**src/rtl/keypad_scanner.sv**
```systemverilog
// 4x4 matrix keypad scanner: walks an active-low column strobe, debounces the
// sensed row for press and release, and reports the hex key as row*4 + col.
module keypad_scanner #(
    parameter int SCAN_DIV       = 50000,
    parameter int DEBOUNCE_SCANS = 4
) (
    input  logic       clk,
    input  logic       reset,
    input  logic [3:0] row_in,
    output logic [3:0] col_out,
    output logic [3:0] key_code,
    output logic       key_valid,
    output logic       key_held
);

    localparam int                 DIV_W    = $clog2(SCAN_DIV);
    localparam logic [DIV_W-1:0]   DIV_LAST = DIV_W'(SCAN_DIV - 1);
    localparam logic [3:0]         DEB_LAST = 4'(DEBOUNCE_SCANS);

    typedef enum logic [1:0] {
        SCAN,
        DEBOUNCE,
        HELD,
        RELEASE
    } state_t;

    state_t           state_reg, state_next;
    logic [DIV_W-1:0] div_reg;
    logic [1:0]       col_reg, col_next;
    logic [1:0]       row_reg, row_next;
    logic [3:0]       cnt_reg, cnt_next;
    logic [3:0]       code_reg, code_next;
    logic             valid_reg, valid_next;
    logic             held_reg, held_next;

    logic             tick;
    logic [3:0]       row_low;
    logic             any_low;
    logic [1:0]       sel_row;
    logic             cap_low;
    logic [3:0]       cnt_inc;

    assign tick    = (div_reg == DIV_LAST);
    assign row_low = ~row_in;
    assign any_low = |row_low;
    assign cap_low = row_low[row_reg];
    assign cnt_inc = cnt_reg + 4'd1;

    // Lowest-numbered low row wins when several keys share the strobed column.
    always_comb begin
        sel_row = 2'd0;
        for (int i = 3; i >= 0; i--) begin
            if (row_low[i]) sel_row = 2'(i);
        end
    end

    genvar gi;
    generate
        for (gi = 0; gi < 4; gi++) begin : g_col
            assign col_out[gi] = (col_reg != 2'(gi));
        end
    endgenerate

    assign key_code  = code_reg;
    assign key_valid = valid_reg;
    assign key_held  = held_reg;

    always_ff @(posedge clk) begin
        if (reset) begin
            div_reg <= '0;
        end else if (tick) begin
            div_reg <= '0;
        end else begin
            div_reg <= div_reg + 1'b1;
        end
    end

    always_ff @(posedge clk) begin
        if (reset) begin
            state_reg <= SCAN;
            col_reg   <= 2'd0;
            row_reg   <= 2'd0;
            cnt_reg   <= 4'd0;
            code_reg  <= 4'd0;
            valid_reg <= 1'b0;
            held_reg  <= 1'b0;
        end else begin
            state_reg <= state_next;
            col_reg   <= col_next;
            row_reg   <= row_next;
            cnt_reg   <= cnt_next;
            code_reg  <= code_next;
            valid_reg <= valid_next;
            held_reg  <= held_next;
        end
    end

    // All decisions happen on the last cycle of a column dwell.
    always_comb begin
        state_next = state_reg;
        col_next   = col_reg;
        row_next   = row_reg;
        cnt_next   = cnt_reg;
        code_next  = code_reg;
        valid_next = 1'b0;
        held_next  = held_reg;
        if (tick) begin
            case (state_reg)
                SCAN: begin
                    if (any_low) begin
                        row_next = sel_row;
                        cnt_next = 4'd1;
                        if (DEBOUNCE_SCANS == 1) begin
                            code_next  = {sel_row, col_reg};
                            valid_next = 1'b1;
                            held_next  = 1'b1;
                            state_next = HELD;
                        end else begin
                            state_next = DEBOUNCE;
                        end
                    end else begin
                        col_next = col_reg + 2'd1;
                    end
                end
                DEBOUNCE: begin
                    if (cap_low) begin
                        cnt_next = cnt_inc;
                        if (cnt_inc == DEB_LAST) begin
                            code_next  = {row_reg, col_reg};
                            valid_next = 1'b1;
                            held_next  = 1'b1;
                            state_next = HELD;
                        end
                    end else begin
                        state_next = SCAN;
                        col_next   = col_reg + 2'd1;
                    end
                end
                HELD: begin
                    if (!cap_low) begin
                        cnt_next = 4'd1;
                        if (DEBOUNCE_SCANS == 1) begin
                            held_next  = 1'b0;
                            state_next = SCAN;
                            col_next   = col_reg + 2'd1;
                        end else begin
                            state_next = RELEASE;
                        end
                    end
                end
                RELEASE: begin
                    if (!cap_low) begin
                        cnt_next = cnt_inc;
                        if (cnt_inc == DEB_LAST) begin
                            held_next  = 1'b0;
                            state_next = SCAN;
                            col_next   = col_reg + 2'd1;
                        end
                    end else begin
                        state_next = HELD;
                    end
                end
                default: state_next = SCAN;
            endcase
        end
    end

endmodule

```
**config.mk**
```make
export PLATFORM = sky130hd
export DESIGN_NAME = keypad_scanner
export DESIGN_NICKNAME = d
export VERILOG_FILES = /design/src/rtl/keypad_scanner.sv
export SDC_FILE = /design/constraint.sdc
export NUM_CORES = 1
export LEC_CHECK = 0
export ABC_CLOCK_PERIOD_IN_PS = 3350
export CAP_MARGIN = 40
export CORE_UTILIZATION = 35
export DETAILED_ROUTE_END_ITERATION = 16
export PLACE_DENSITY_LB_ADDON = 0.12
export SLEW_MARGIN = 20
export SYNTH_ARGS = -nofsm -noshare
export SYNTH_HDL_FRONTEND = slang
export SYNTH_SLANG_ARGS = --single-unit
```
**constraint.sdc**
```tcl
create_clock -name clk -period 3.35 [get_ports clk]
set_clock_uncertainty 0.15 [all_clocks]
set_input_delay 0.8375 -clock clk [delete_from_list [all_inputs] [get_ports clk]]
set_output_delay 0.8375 -clock clk [all_outputs]
set_load 0.02 [all_outputs]
```
==> run summary, run 1 <==
final setup fails: 0
Clock Latency Late Sink: 0.28 ns
Synth Area in XOR/XNOR: 5.66%
commonest cells in the synthesized netlist: dfxtp_1 (32), nor2_1 (21), inv_1 (16), nand2_1 (12), xnor2_1 (11)
clock transition at the registers of the reported paths: 0.07 ns
Leak: 0.000701 uW
largest family of logic cells by synthesized area: simple AND/OR/NAND/NOR gates
die area: 5600 um2
area grow syn2layout: 16.3%
ys async rst share: 0%
Synth Area in Compound Gates: 14.9%
All-Layer GR Usage: 15.5%
crit-path cells: clkdlybuf4s50_1 > mux4_2 > mux2_4 > a211oi_1 > a311oi_1
Num Clock Sinks: 32
Mapped Cells: 214
sw frac: 22.6%
post-synth top area cell: dfxtp_1
cts hold-fix bufs: 0
crit path max-delay cell type: mux4_2
FMAX: 0.371 GHz
VDD IR max: 0.235 mV
num rows: 26
vias in the first global route: 1398
final worst path period need: 2.69 ns
Yosys cell types: 55
postcts setup bufs: 0
Post-Syn Nets: 227
DRC: 0
synthesized area: 1860 um2
Max transition margin: 53.8%
final setup TNS: 0 ns
post-synthesis simple-gate area fraction: 29.2%
CP peak stage delay: 0.51 ns
post-synth top area share: 34.5%
Seq/Total Area, Yosys: 34.5%
r2r setup slk: 0.97 ns
Synth Register Bits: 32
adder-cell share of the synthesized area: 4.72%
status: completed
drt initial violations: 63
Final period util: 80.4%
initial antenna violation count: 0
Via density: 5.21
num ports: 16
Initial Utilization: 36.4%
CP max FO: 6
Die Y: 74.8 um
Area contributors post-synth: dfxtp_1 (35%), xnor2_1 (5.2%), ha_1 (4.7%)
PwrDens: 343 nW/um2
total chip power: 740 uW
Antenna Nets Post-Route: 0
max capacitance violation total: 0
die width: 74.8 um
share of layout cells above drive strength 1: 6.96%
startpoint type of the worst setup path: primary input
post-route cell area: 2160 um2
Data arrival, critical path: 2.70 ns
Pre-Repair DR Iteration Count: 4
CTS resizes: 0
unrepaired setup endpoints after global routing: no
Max Slew Vio Count: 0
I/O Buffers: 15
number of synthesized flops with an enable pin: 0
Total Nets Final: 242
max FFs per register: 16
yosys warns: 0
core area: 5110 um2
sw power: 167 uW
DRT Wirelength: 3900 um
Primary FF master, synth: dfxtp_1
largest net degree at the start of global routing: 19
GP Congestion: 0.781
Logic pwr share: 5.7%
Int Pwr: 573 uW
Routed wire per std cell: 13.0 um
Placed Instance Area: 2070 um2
Seq pwr share: 52.6%
CTS Buffer Depth: 2
total congestion overflow: 0
endpoints failing hold: 0
CTS tree: built
Via Count: 1563
HP Class: reg2reg
mux share of post-synthesis cell area: 5.39%
Layout Utilization: 42.3%
most common cell in the netlist: dfxtp_1
Worst-Margin Slew: 0.689 ns
first-pass GRT wire length: 6540 um
H-tree depth: 2
HPWL Detailed: 2710 um
WP data required: 3.36 ns
Worst setup EP type: flop
clock share of power: 41.7%
antenna diode count: 0
syn avg cell area: 8.68 um2
root buf cell: clkbuf_8
TritonCTS Buffers: 5
kind of critical path: in2reg
[worst max-delay path, delay by kind of cell]
family,cells,cell delay [ns]
multiplexers,2,0.81
AO/OA/AOI/OAI,2,0.55
buffers and inverters,1,0.49
[cells in the final DEF (no fill, tap or decap), drive strengths merged, types with 3 or more instances in the layout]
master / n
and4: 4
nor3: 7
nor2: 21
dfxtp: 32
nand3: 6
o21ai: 3
a211oi: 3
a31oi: 4
nand2b: 8
nor4b: 3
xnor2: 11
nor4: 4
or3: 3
o311ai: 4
inv: 16
nand2: 12
clkbuf: 8
mux2i: 4
nand4: 9
clkdlybuf4s50: 15
ha: 7
a21oi: 4
a41oi: 5
mux2: 3
[power by group through the flow]
stage / logic, uW / registers (uW) / clock network, uW
finish: 42.1 / 389 / 309
detailed placement: 42.0 / 398 / 0
floorplan: 21.4 / 400 / 0
global placement: 42.6 / 398 / 0
global route: 47.7 / 389 / 339
CTS: 42.4 / 389 / 323
[cells by family (layout without fill, tap and decap cells)]
family | after synthesis | after routing
simple gates | 94 | 94
fa+ha+maj | 7 | 7
flops | 32 | 32
mux | 8 | 8
xor+xnor | 12 | 12
compound gates | 35 | 35
buf+inv | 26 | 42
[per-stage QoR]
step	setup WS (ns)	hold slack [ns]	cells
after floorplan	0.931	0.280	214
after global placement	0.393	0.297	292
after detailed placement	0.367	0.306	292
after CTS	0.670	0.321	300
after global routing	0.551	0.337	300
final	0.656	0.314	300
[area by class of cell]
class	instances	area, um2
fillers	529	2950
multi-input cells	156	1110
flip-flops and latches	32	641
repair buffers	17	165
clock buffers	8	90.1
well taps	70	87.6
inverters	17	63.8
[layer usage]
metal,global-route usage (%),part of all wire [%],up-vias,wire length [um]
met4,8.60,2.3,0,91
met2,23.2,43,25,1680
met5,0,0,-,0
met3,3.61,3.4,9,134
met1,20.6,51,702,1990
li1,-,-,827,-
[path summary, 6_finish.rpt]
check | cells past startpoint | end | start
max | 5 | cnt_reg[3] | row_in[0]
min | 1 | div_reg[0] | div_reg[0]
max reg2reg | 4 | key_code[0] | div_reg[8]
min reg2reg | 1 | div_reg[0] | div_reg[0]
Note: power is estimated with default switching activity, not from simulation.
==> run 2, diff against run 1 <==
--- a/config.mk
+++ b/config.mk
@@ -5,7 +5,7 @@
 export SDC_FILE = /design/constraint.sdc
 export NUM_CORES = 1
 export LEC_CHECK = 0
-export ABC_CLOCK_PERIOD_IN_PS = 3350
+export ABC_CLOCK_PERIOD_IN_PS = 2740
 export CAP_MARGIN = 40
 export CORE_UTILIZATION = 35
 export DETAILED_ROUTE_END_ITERATION = 16
==> constraint.sdc (replaced) <==
create_clock -name clk -period 2.74 [get_ports clk]
set_clock_uncertainty 0.15 [all_clocks]
set_input_delay 0.685 -clock clk [delete_from_list [all_inputs] [get_ports clk]]
set_output_delay 0.685 -clock clk [all_outputs]
set_load 0.02 [all_outputs]
==> run 2 against run 1 <==
  * Clock power rose by 47%
  * Hold slack improved by 0.0041 ns
  * Final area rose by 4.1%
  * Critical path depth fell by 1
  * Non-clock buffer count rose by 9
  * Sequential cell count did not move
  * Sequential power rose by 22%
  * Die area did not move
  * Register-to-register slack got worse by 0.58 ns
  * Total power rose by 33%
  * Via count rose by 3.9%
  * Critical path type is now reg2out
  * Largest cell class unchanged
==> run summary, run 2 (synthesis results as in run 1) <==
status: completed
area grow syn2layout: 21.1%
share of layout cells above drive strength 1: 11.3% (+4.3 points)
I/O Buffers: 15 (unchanged)
max capacitance violation total: 0 (unchanged)
die width: 74.8 um (unchanged)
final setup TNS: 0 ns (unchanged)
final setup fails: 0 (unchanged)
Max transition margin: 53.4% (-0.40 points)
Antenna Nets Post-Route: 0 (unchanged)
Fill cells: 529 (unchanged)
Initial Utilization: 36.4% (unchanged)
All-Layer GR Usage: 15.3% (-0.27 points)
vias in the first global route: 1403 (+0.36%)
kind of critical path: reg2out
clock transition at the registers of the reported paths: 0.07 ns (about the same)
CP max FO: 5 (-1)
HP Class: reg2reg
WP data required: 1.90 ns (-1.46 ns)
Cells after DPL: 301 (+3.1%)
endpoints failing hold: 0 (unchanged)
CTS resizes: 0 (unchanged)
cts hold-fix bufs: 0 (unchanged)
FMAX: 0.409 GHz
initial antenna violation count: 0 (unchanged)
unrepaired setup endpoints after global routing: no
Worst-Margin Slew: 0.695 ns (+0.00593 ns)
total chip power: 985 uW (+33%)
Via density: 5.26 (+0.88%)
Clock Latency Late Sink: 0.28 ns (about the same)
first-pass GRT wire length: 6560 um (+0.31%)
Multi-input gate area: 1110 um2 (unchanged)
Via Count: 1624 (+3.9%)
die area: 5600 um2 (unchanged)
Die Y: 74.8 um (unchanged)
num ports: 16 (unchanged)
root buf cell: clkbuf_8
CTS tree: built
post-route cell area: 2250 um2 (+4.1%)
drt initial violations: 95 (+51%)
Data arrival, critical path: 1.61 ns (-1.09 ns)
most frequent cells in the layout: dfxtp_1 (32), nor2_1 (21), inv_1 (16), clkdlybuf4s50_1 (15), nand2_1 (12)
Pre-Repair DR Iteration Count: 4 (unchanged)
H-tree depth: 2 (unchanged)
WHS: 0.318 ns (+0.00411 ns)
Worst setup EP type: primary output
Total Nets Final: 251 (+3.7%)
total congestion overflow: 0 (unchanged)
max FFs per register: 16 (unchanged)
Placed Instance Area: 2140 um2 (+3.3%)
postcts setup bufs: 0 (unchanged)
FF/Latch Area: 641 um2 (unchanged)
CTS Buffer Depth: 2 (unchanged)
CP peak stage delay: 0.59 ns (+0.08 ns)
startpoint type of the worst setup path: flop
Routed wire per std cell: 12.7 um (-2.3%)
Num Clock Sinks: 32 (unchanged)
commonest non-fill, non-tap cell in the layout: dfxtp_1
antenna diode count: 0 (unchanged)
Layout Cells excl Fill: 309 (+3.0%)
Max Slew Vio Count: 0 (unchanged)
PwrDens: 438 nW/um2 (+28%)
Leak: 0.000755 uW (+7.8%)
crit-path cells: inv_1 > ha_1 > inv_1 > clkdlybuf4s50_1
crit path max-delay cell type: clkdlybuf4s50_1
Worst path most repeated cell: inv_1
GP Congestion: 0.800 (+2.5%)
DRT Wirelength: 3920 um (+0.62%)
Final period util: 89.3%
TritonCTS Buffers: 5 (unchanged)
VDD IR max: 0.193 mV (-18%)
num rows: 26 (unchanged)
final worst path period need: 2.45 ns
DRC: 0 (unchanged)
largest net degree at the start of global routing: 19 (unchanged)
core area: 5110 um2 (unchanged)
HPWL Detailed: 2800 um (+3.3%)
run 2: cell count changes in the layout (fill, tap and decap cells not counted), sizes merged:
cell,previous run,this run
buf,2,11
clkinvlp,0,1
bufinv,0,1
clkbuf,8,5
clkinv,1,2
run 2: per-stage QoR:
stage | utilization (%) | setup slack, ns
floorplan | - | 0.474
global placement | 41.8 | 0.0787
detailed placement | 41.8 | 0.0780
CTS | 44.0 | 0.266
global route | 44.0 | 0.192
finish | 44.0 | 0.294
run 2: path summary, 6_finish.rpt:
check	from	endpoint	slack [ns]	cells after the start
hold / removal	div_reg[0]	div_reg[0]	0.32	1
setup / recovery	col_reg[0]	col_out[2]	0.29	4
hold reg to reg	div_reg[0]	div_reg[0]	0.32	1
setup reg to reg	cnt_reg[0]	key_valid	0.39	5
run 2: cell type report:
| class | instances | share of cell area, % |
|---|---|---|
| clock inverters | 3 | 1.89 |
| multi-input cells | 156 | 49.5 |
| flip-flops and latches | 32 | 28.5 |
| inverters | 17 | 2.84 |
| repair buffers | 26 | 10.4 |
| clock buffers | 5 | 3.06 |
| well taps | 70 | 3.90 |
run 2: power by group:
| part | total, uW | leakage [uW] | internal, uW | switching, uW |
|---|---|---|---|---|
| registers | 476 | 0.000259 | 471 | 4.51 |
| clock network | 453 | 0.0000541 | 269 | 184 |
| logic | 57.0 | 0.000443 | 28.5 | 28.4 |
| total | 985 | 0.000755 | 769 | 217 |
run 2: routing by layer:
metal	vias to the layer above	part of all wire (%)	global-route usage, %	wire length, um
met5	-	0	0	0
met2	18	45	24.4	1770
met3	2	2.3	2.81	89
li1	838	-	-	-
met4	0	0.56	5.03	22
met1	766	52	20.7	2030
run 2: worst max-delay path, delay by kind of cell, from the launching register on:
kind | cells | cell delay (ns)
flip-flops | 1 | 0.41
buffers and inverters | 3 | 0.72
adder cells (fa/ha/maj) | 1 | 0.19
